--- config.mk ---
export PLATFORM = sky130hd
export DESIGN_NAME = hazard_stall_ctrl
export DESIGN_NICKNAME = d
export VERILOG_FILES = /design/src/rtl/hazard_stall_ctrl.sv
export SDC_FILE = /design/constraint.sdc
export NUM_CORES = 1
export LEC_CHECK = 0
export ABC_AREA = 1
export CAP_MARGIN = 20
export CORE_UTILIZATION = 28
export CTS_CLUSTER_DIAMETER = 80
export DETAILED_ROUTE_END_ITERATION = 16
export MAX_ROUTING_LAYER = met4
export PLACE_DENSITY = 0.62
export SYNTH_ARGS = -nofsm -noshare
export SYNTH_HDL_FRONTEND = slang
export SYNTH_SLANG_ARGS = --single-unit
export TNS_END_PERCENT = 5
--- constraint.sdc ---
create_clock -name clk_i -period 1.7 [get_ports clk_i]
set_input_delay 0.17 -clock clk_i [delete_from_list [all_inputs] [get_ports clk_i]]
set_output_delay 0.17 -clock clk_i [all_outputs]
set_load 0.05 [all_outputs]
--- src/rtl/hazard_stall_ctrl.sv ---
// Pipeline sequencing controller for the 5-stage RV32 core.
// Generates PC / IF/ID enables, flushes and bubbles for load-use stalls,
// multi-cycle MUL occupancy of EX and taken-branch flushes, and keeps a
// saturating count of cycles in which the PC was not written.
module hazard_stall_ctrl #(
  parameter int unsigned MUL_LAT = 4,  // total EX cycles of a MUL (1..16)
  parameter int unsigned CNT_W   = 16  // width of stall_cycles_o
) (
  input  logic             clk_i,
  input  logic             rst_i,
  input  logic [4:0]       ifid_rs1_i,
  input  logic [4:0]       ifid_rs2_i,
  input  logic             ifid_uses_rs2_i,
  input  logic [4:0]       idex_rd_i,
  input  logic             idex_memread_i,
  input  logic [3:0]       idex_aluctrl_i,
  input  logic             idex_valid_i,
  input  logic             branch_taken_i,
  output logic             pc_write_o,
  output logic             ifid_write_o,
  output logic             ifid_flush_o,
  output logic             idex_bubble_o,
  output logic             ex_hold_o,
  output logic             exmem_bubble_o,
  output logic             mul_busy_o,
  output logic [CNT_W-1:0] stall_cycles_o
);

  typedef enum logic [0:0] {
    StRun,
    StMulBusy
  } state_e;

  localparam logic [3:0] AluMul = 4'b0100;
  // A single-cycle MUL never needs to hold EX.
  localparam bit         MulStalls = (MUL_LAT > 1);
  // Detect cycle is the first hold cycle, so the countdown covers the rest.
  localparam logic [3:0] MulInit = (MUL_LAT >= 2) ? 4'(MUL_LAT - 2) : 4'd0;

  state_e           state_q, state_d;
  logic [3:0]       mcnt_q, mcnt_d;
  logic [CNT_W-1:0] stall_q, stall_d;

  logic mul_detect;
  logic mul_hold;
  logic load_use;

  // Hazard detection terms.
  always_comb begin
    mul_detect = (state_q == StRun) && idex_valid_i && (idex_aluctrl_i == AluMul) && MulStalls;
    mul_hold   = mul_detect || ((state_q == StMulBusy) && (mcnt_q != 4'd0));
    // x0 is hardwired to zero, so a load into it never creates a dependency.
    load_use   = idex_memread_i && (idex_rd_i != 5'd0) &&
                 ((idex_rd_i == ifid_rs1_i) || (ifid_uses_rs2_i && (idex_rd_i == ifid_rs2_i)));
  end

  // Next-state and control outputs; priority reset > MUL hold > load-use > branch.
  always_comb begin
    state_d        = state_q;
    mcnt_d         = mcnt_q;
    pc_write_o     = 1'b1;
    ifid_write_o   = 1'b1;
    ifid_flush_o   = 1'b0;
    idex_bubble_o  = 1'b0;
    ex_hold_o      = 1'b0;
    exmem_bubble_o = 1'b0;
    mul_busy_o     = (state_q == StMulBusy);

    if (rst_i) begin
      pc_write_o     = 1'b0;
      ifid_write_o   = 1'b0;
      ifid_flush_o   = 1'b1;
      idex_bubble_o  = 1'b1;
      exmem_bubble_o = 1'b1;
      mul_busy_o     = 1'b0;
      state_d        = StRun;
      mcnt_d         = 4'd0;
    end else if (mul_hold) begin
      pc_write_o     = 1'b0;
      ifid_write_o   = 1'b0;
      ex_hold_o      = 1'b1;
      exmem_bubble_o = 1'b1;
      if (mul_detect) begin
        state_d = StMulBusy;
        mcnt_d  = MulInit;
      end else begin
        mcnt_d  = mcnt_q - 4'd1;
      end
    end else begin
      // Release cycle of a MUL (or plain RUN): back to normal sequencing.
      state_d = StRun;
      if (load_use) begin
        pc_write_o    = 1'b0;
        ifid_write_o  = 1'b0;
        idex_bubble_o = 1'b1;
      end else if (branch_taken_i) begin
        ifid_flush_o = 1'b1;
      end
    end
  end

  // Saturating stall-cycle counter; reset cycles are never counted.
  always_comb begin
    stall_d = stall_q;
    if (!pc_write_o && !(&stall_q)) begin
      stall_d = stall_q + {{(CNT_W-1){1'b0}}, 1'b1};
    end
  end

  assign stall_cycles_o = stall_q;

  // State registers with synchronous active-high reset.
  always_ff @(posedge clk_i) begin
    if (rst_i) begin
      state_q <= StRun;
      mcnt_q  <= 4'd0;
      stall_q <= '0;
    end else begin
      state_q <= state_d;
      mcnt_q  <= mcnt_d;
      stall_q <= stall_d;
    end
  end

endmodule

==> results of run 1 <==
==> power groups by stage <==
stage	logic (µW)	clock network (µW)	registers, µW
2_1_floorplan	144	0	536
3_3_place_gp	286	0	517
3_5_place_dp	289	0	517
4_1_cts	285	358	506
5_1_grt	306	384	507
6_report	283	333	505
==> timing repair <==
action | CTS | global route
resized for setup | 15 | 4
endpoints found under the setup margin | 5 | 22
gates cloned | 0 | 0
pin swaps | 9 | 1
buffers inserted | 2 | 0
==> worst max-delay path: stages <==
cell             delay (ps)
clkdlybuf4s50_1         450
inv_1                    40
nor2_1                   80
nand4_1                 170
nand2_4                 150
nor2_4                   50
nand2_4                  90
clkinvlp_4              140
buf_12                  180
==> per-layer routing <==
layer,routed length [µm],part of all wire [%],vias up
li1,-,-,871
met3,253,6.4,2
met5,0,0,-
met2,1882,48,50
met4,12,0.30,0
met1,1790,45,725
==> metrics by stage <==
| stage | util [%] | setup WS [ps] | total power [µW] |
|---|---|---|---|
| global placement | 42.95 | -157.7 | 802.9 |
| global route | 44.17 | -66.44 | 1197 |
| finish | 44.17 | 25.03 | 1121 |
| CTS | 43.98 | 1.420 | 1148 |
| floorplan | - | -78.47 | 679.8 |
| detailed placement | 42.95 | -174.7 | 806.5 |
==> cell families (layout without fill, tap and decap cells) <==
family	after synthesis	in the layout
AO/OA/AOI/OAI	22	22
flip-flops	21	21
adder cells (fa/ha/maj)	3	3
XOR/XNOR	14	14
AND/OR/NAND/NOR	136	136
buffers and inverters	38	102
==> state kept, by name (all words and copies together), names as in the netlist <==
signal,flops
state_q,1
mcnt_q,4
stall_cycles_o,16
==> area by class of cell <==
class | count | area, µm² | share of cell area (%)
timing repair buffer | 67 | 641.9 | 27.74
multi-input combinational | 175 | 992.2 | 42.89
inverter | 31 | 120.1 | 5.192
clock buffer | 3 | 41.29 | 1.785
tap | 70 | 87.58 | 3.786
sequential | 21 | 425.4 | 18.39
clock inverter | 1 | 5.005 | 0.2163
==> how the worst min path moves through the flow <==
stage                                               from                              to  slack [ps]
after CTS                         mcnt_q[0]$_SDFFE_PP0P_          mcnt_q[0]$_SDFFE_PP0P_         480
final                             mcnt_q[0]$_SDFFE_PP0P_          mcnt_q[0]$_SDFFE_PP0P_         480
after detailed placement          mcnt_q[0]$_SDFFE_PP0P_          mcnt_q[0]$_SDFFE_PP0P_         470
after global placement            mcnt_q[0]$_SDFFE_PP0P_          mcnt_q[0]$_SDFFE_PP0P_         480
after floorplan                   mcnt_q[0]$_SDFFE_PP0P_          mcnt_q[0]$_SDFFE_PP0P_         460
after global routing      stall_cycles_o[1]$_SDFFE_PP0P_  stall_cycles_o[1]$_SDFFE_PP0P_         530
==> cell usage in the layout, fill, tap and decap left out <==
cell             synthesis  layout
nor4_1                   1       1
nor2_1                  25      24
nand2_1                 63      62
xor2_1                   6       6
o21ai_2                  0       1
inv_1                   25      21
buf_12                   1       7
xnor2_1                  8       8
ha_4                     0       1
dlymetal6s2s_1           0       1
a21oi_2                  7       7
a21oi_1                 11      11
nand2_4                  1       4
clkdlybuf4s50_1          0      12
buf_4                    1      34
nand2_2                  4       2
dlygate4sd2_1            0      13
nand4_4                  1       1
dfxtp_1                 21      17
nor2_2                   1       2
o21ai_0                  4       3
dfxtp_2                  0       4
clkinv_2                 0       1
nand3_1                 23      22
nor3b_1                  1       1
nor3_1                   4       4
inv_2                    6       9
ha_1                     3       2
nor2_4                   2       2
clkbuf_8                 0       3
clkinvlp_4               0       1
nand4_1                  3       3
nand3_2                  7       8
==> metrics.cfg, run 1 <==
[status]
outcome = finished, final reports clean

[sta]
fin_tns_setup_ps = 0
setup_viol = 0
post-route-period-util_pct = 98.53
rsz0062_at_grt = true
worstMarginPinSlew_ps = 496.8
finClkSkew_ps = 7.039
fmax_ghz = 0.5970
holdWs_ps = 482.6
fin_crit_ps = 1675
finalHoldViolCount = 0
slew_violations = 0
slew_headroom_pct = 66.83

[synthesis]
synthDistinctLibCells = 28
avgSynthCellArea_um2 = 6.641
synth-main-ff-cell = dfxtp_1
synthXorXnorAreaFrac_pct = 7.890
yosysTopAreaCellShare_pct = 27.05
synth_most_common_cell = nand2_1
ys_warn_count = 0
synth_adder_area_share_pct = 2.415
synth_edf_count = 0
ys_top_cells_by_count = 63 x nand2_1, 25 x inv_1, 25 x nor2_1
synth_compound_area_share_pct = 8.776
synth_nets = 262
synth_top_area_cell = dfxtp_1
yosysSeqAreaShare_pct = 27.05
synth_area_leaders = dfxtp_1 27%, nand2_1 15%, nand3_1 7.4%
synthMuxAreaShare_pct = 0
synth_top_family_by_area = simple AND/OR/NAND/NOR gates
syn_area_um2 = 1554
syn_inst = 234
yosys.area_share.simple_pct = 42.11
async_reset_ff_share_pct = 0
ys_ff_latch = 21

[global_route]
grt_overflow = 0
grt_pass1_wl_mm = 6.982
gr-usage-met2_pct = 25.32
antenna_found_initial = 0
use_met1_pct = 17.75
top_usage_layer = met2
grt_pass1_vias = 1596
grt_use_met3_pct = 4.551
grtUsageTotal_pct = 14.95
grt_max_degree = 15

[hold_path]
hold_depth = 2
hold_path_class = reg2reg

[clock_network]
clkLatencyLatePin_ps = 260
cts.sinks = 21
cts_tree = done
clock-root-buffer = clkbuf_8
cts.reportedPaths.clkPinSlew_ps = 70
postCtsHoldBufs = 0
clockBufferDepth = 2
htree_levels = 1
cts_buffers = 3

[cells_and_area]
fin_cells = 368
antenna_cells = 0
layout-drive-gt1-share_pct = 29.19
fillers = 564
fin_nets = 327
area_growth_pct = 48.87
final_area_um2 = 2313

[drt]
drc = 0
vias = 1648
ant_nets = 0
drt_wl_total_mm = 3.939
via_per_inst = 4.478
dr.pass1.iters = 4
wl_per_cell_um = 10.70
drt_iter0_markers = 133

[setup_path]
crit_start = idex_aluctrl_i[2]
crit_type = in2out
r2r-start = mcnt_q[0]$_SDFFE_PP0P_
r2r_setup_slack_ps = 90
r2r_cells = 11
worstSetupEndpoint = pc_write_o
cp.required_ps = 1530
arrival_ps = 1500
startpoint_type = input pin
end_kind = output pin
worst_r2r_endpoint = stall_cycles_o[12]$_SDFFE_PP0P_
worst-path-max-fanout = 4

[placement]
place_area_um2 = 2250
numPortBuffers = 47
gp_congestion = 0.8147
place_inst = 362
hpwl_mm = 3.080

[power_and_ir_drop]
p_leak_uw = 0.001035
p_clk_share_pct = 29.7
swShare_pct = 29.57
switching_power_uw = 331.5
p_comb_share_pct = 25.2
powerDensity_nw_per_um2 = 484.6
internal_power_uw = 789.6
p_seq_share_pct = 45.1
peakVddDrop_v = 0.0002240

[die]
top_level_ports = 48
die_h_um = 76.50
dieArea_um2 = 5852
rows = 26
fp.dieW_um = 76.50
initial_core_util_pct = 29.67
coreArea_um2 = 5238

[run]
cap_violations = 0

Note: power is estimated with default switching activity, not from simulation.
==> run 2, diff against run 1 <==
- MAX_ROUTING_LAYER: met4 -> not set
- clock period: 1.7 -> 1.93 ns (I/O delays scaled with it)
==> metrics.cfg, run 2 (synthesis results as in run 1) <==
[die]
die_h_um = 76.50  ; unchanged
dieArea_um2 = 5852  ; unchanged
coreArea_um2 = 5238  ; unchanged
rows = 26  ; unchanged
initial_core_util_pct = 29.67  ; unchanged
top_level_ports = 48  ; unchanged
fp.dieW_um = 76.50  ; unchanged

[placement]
place_area_um2 = 2168  ; -3.6%
gp_congestion = 0.8472  ; +4.0%
numPortBuffers = 47  ; unchanged
hpwl_mm = 3.059  ; -0.67%

[sta]
rsz0062_at_grt = true
fin_crit_ps = 1822
finClkSkew_ps = 6.087  ; -0.9517 ps
holdWs_ps = 490.9  ; +8.203 ps
worstMarginPinSlew_ps = 513.9  ; +17.06 ps
slew_headroom_pct = 65.64  ; -1.2 points
setup_viol = 0  ; unchanged
finalHoldViolCount = 0  ; unchanged
post-route-period-util_pct = 94.39
slew_violations = 0  ; unchanged
fmax_ghz = 0.5489

[clock_network]
cts.reportedPaths.clkPinSlew_ps = 80  ; about the same
htree_levels = 1  ; unchanged
cts_tree = done
cts_buffers = 3  ; unchanged
cts.sinks = 21  ; unchanged
clock-root-buffer = clkbuf_8
postCtsHoldBufs = 0  ; unchanged
clockBufferDepth = 2  ; unchanged
clkLatencyLatePin_ps = 270  ; about the same

[cells_and_area]
final_common_cell = nand2_1
final_cell_mix = 62 x nand2_1, 40 x clkdlybuf4s50_1, 24 x inv_1, 24 x nor2_1, 23 x nand3_1
area_growth_pct = 44.93
fin_util_pct = 43.00  ; -1.2 points
antenna_cells = 0  ; unchanged
fin_nets = 316  ; -3.4%
largest_reg_flops = 16  ; unchanged
layout-drive-gt1-share_pct = 18.82  ; -10 points
final_area_um2 = 2252  ; -2.7%

[setup_path]
worst_r2r_endpoint = stall_cycles_o[0]$_SDFFE_PP0P_
timing.critical_path.mode_cell = nand2_4
critical_path.top_delay_family = simple AND/OR/NAND/NOR gates
r2r_setup_slack_ps = 210  ; +120 ps
r2r_cells = 7  ; -4
arrival_ps = 1630  ; +130 ps
cp_cell_sequence = inv_1 -> ha_1 -> nand3_1 -> nand2_2 -> nand2_4 -> nor2_4 -> nand2_4 -> inv_4 -> buf_12
max_stage_delay_ps = 330  ; -120 ps
crit_type = reg2out
slowest_stage = dfxtp_2
crit_start = mcnt_q[0]$_SDFFE_PP0P_
startpoint_type = register
cp.required_ps = 1740  ; +210 ps
worst-path-max-fanout = 5  ; +1
end_kind = output pin
r2r-start = stall_cycles_o[1]$_SDFFE_PP0P_
crit_buf_inv = 3  ; -1

[power_and_ir_drop]
p_leak_uw = 0.0008915  ; -14%
powerDensity_nw_per_um2 = 441.6  ; -8.9%
fin_total_pwr_uw = 994.5  ; -11%
peakVddDrop_v = 0.0003081  ; +38%

[drt]
dr.pass1.iters = 4  ; unchanged
drt_iter0_markers = 52  ; -61%
highest_layer = met4
ant_nets = 0  ; unchanged
met2_length_mm = 1.690  ; -10%
drt_wl_total_mm = 3.781  ; -4.0%
vias = 1586  ; -3.8%
wl_per_cell_um = 10.59  ; -1.1%
wl_met1_mm = 1.894  ; +5.8%
drc = 0  ; unchanged
met3WireLength_um = 148  ; -42%
via_per_inst = 4.443  ; -0.80%

[run]
cap_violations = 0  ; unchanged

[global_route]
grt_max_degree = 15  ; unchanged
grt_pass1_wl_mm = 6.817  ; -2.4%
grt_overflow = 0  ; unchanged
grtUsageTotal_pct = 13.97  ; -0.98 points
grt_pass1_vias = 1552  ; -2.8%
antenna_found_initial = 0  ; unchanged

[hold_path]
hold_depth = 2  ; unchanged
worstHoldStart = mcnt_q[0]$_SDFFE_PP0P_
worstHoldEndpoint = mcnt_q[0]$_SDFFE_PP0P_
hold_path_class = reg2reg

[status]
outcome = finished, final reports clean

## run 2: worst min-delay path: stages, from the launching register on
cell and delay, ps:
dfxtp_2 330, nand2_1 60, a21oi_1 60
## run 2: worst max-delay path by stage
stage	end	slack [ps]	depth (start not counted)
finish	pc_write_o	110	9
CTS	ex_hold_o	20	8
global placement	ex_hold_o	110	8
floorplan	pc_write_o	-140	11
global route	pc_write_o	-10	9
detailed placement	stall_cycles_o[7]$_SDFFE_PP0P_	80	12
## run 2: report_power, final
group / total (µW) / internal, µW / leakage (µW) / switching, µW
combinational: 251 / 117 / 0.000696 / 134
clock: 300 / 144 / 0.0000255 / 155
sequential: 444 / 439 / 0.000170 / 5.46
total: 994 / 700 / 0.000892 / 295
## run 2: metrics by stage
step / TNS [ps] / std cells / setup WS, ps
after floorplan: -159.7 / 234 / -136.8
after global placement: 0 / 351 / 110.8
after detailed placement: 0 / 351 / 83.21
after CTS: 0 / 355 / 23.60
after global routing: -17.84 / 357 / -9.966
final: 0 / 357 / 108.2
## run 2: timing repair
item	CTS	global route
resized for setup	2	6
setup endpoints to repair	3	11
pin swaps	0	2
setup buffers	0	2
cloned	0	0
## run 2: cell type report
class,count,area (µm²)
flip-flops and latches,21,421.7
multi-input cells,175,969.7
repair buffers,56,608.1
inverters,31,118.9
clock buffers,3,41.29
clock inverters,1,5.005
fillers,563,2985
well taps,70,87.58
## run 2: routing by layer
layer  vias to the layer above  global-route usage [%]
met5                         -                       0
met3                         4                   2.515
met4                         0                   4.615
li1                        850                       -
met1                       708                   18.06
met2                        24                   23.24
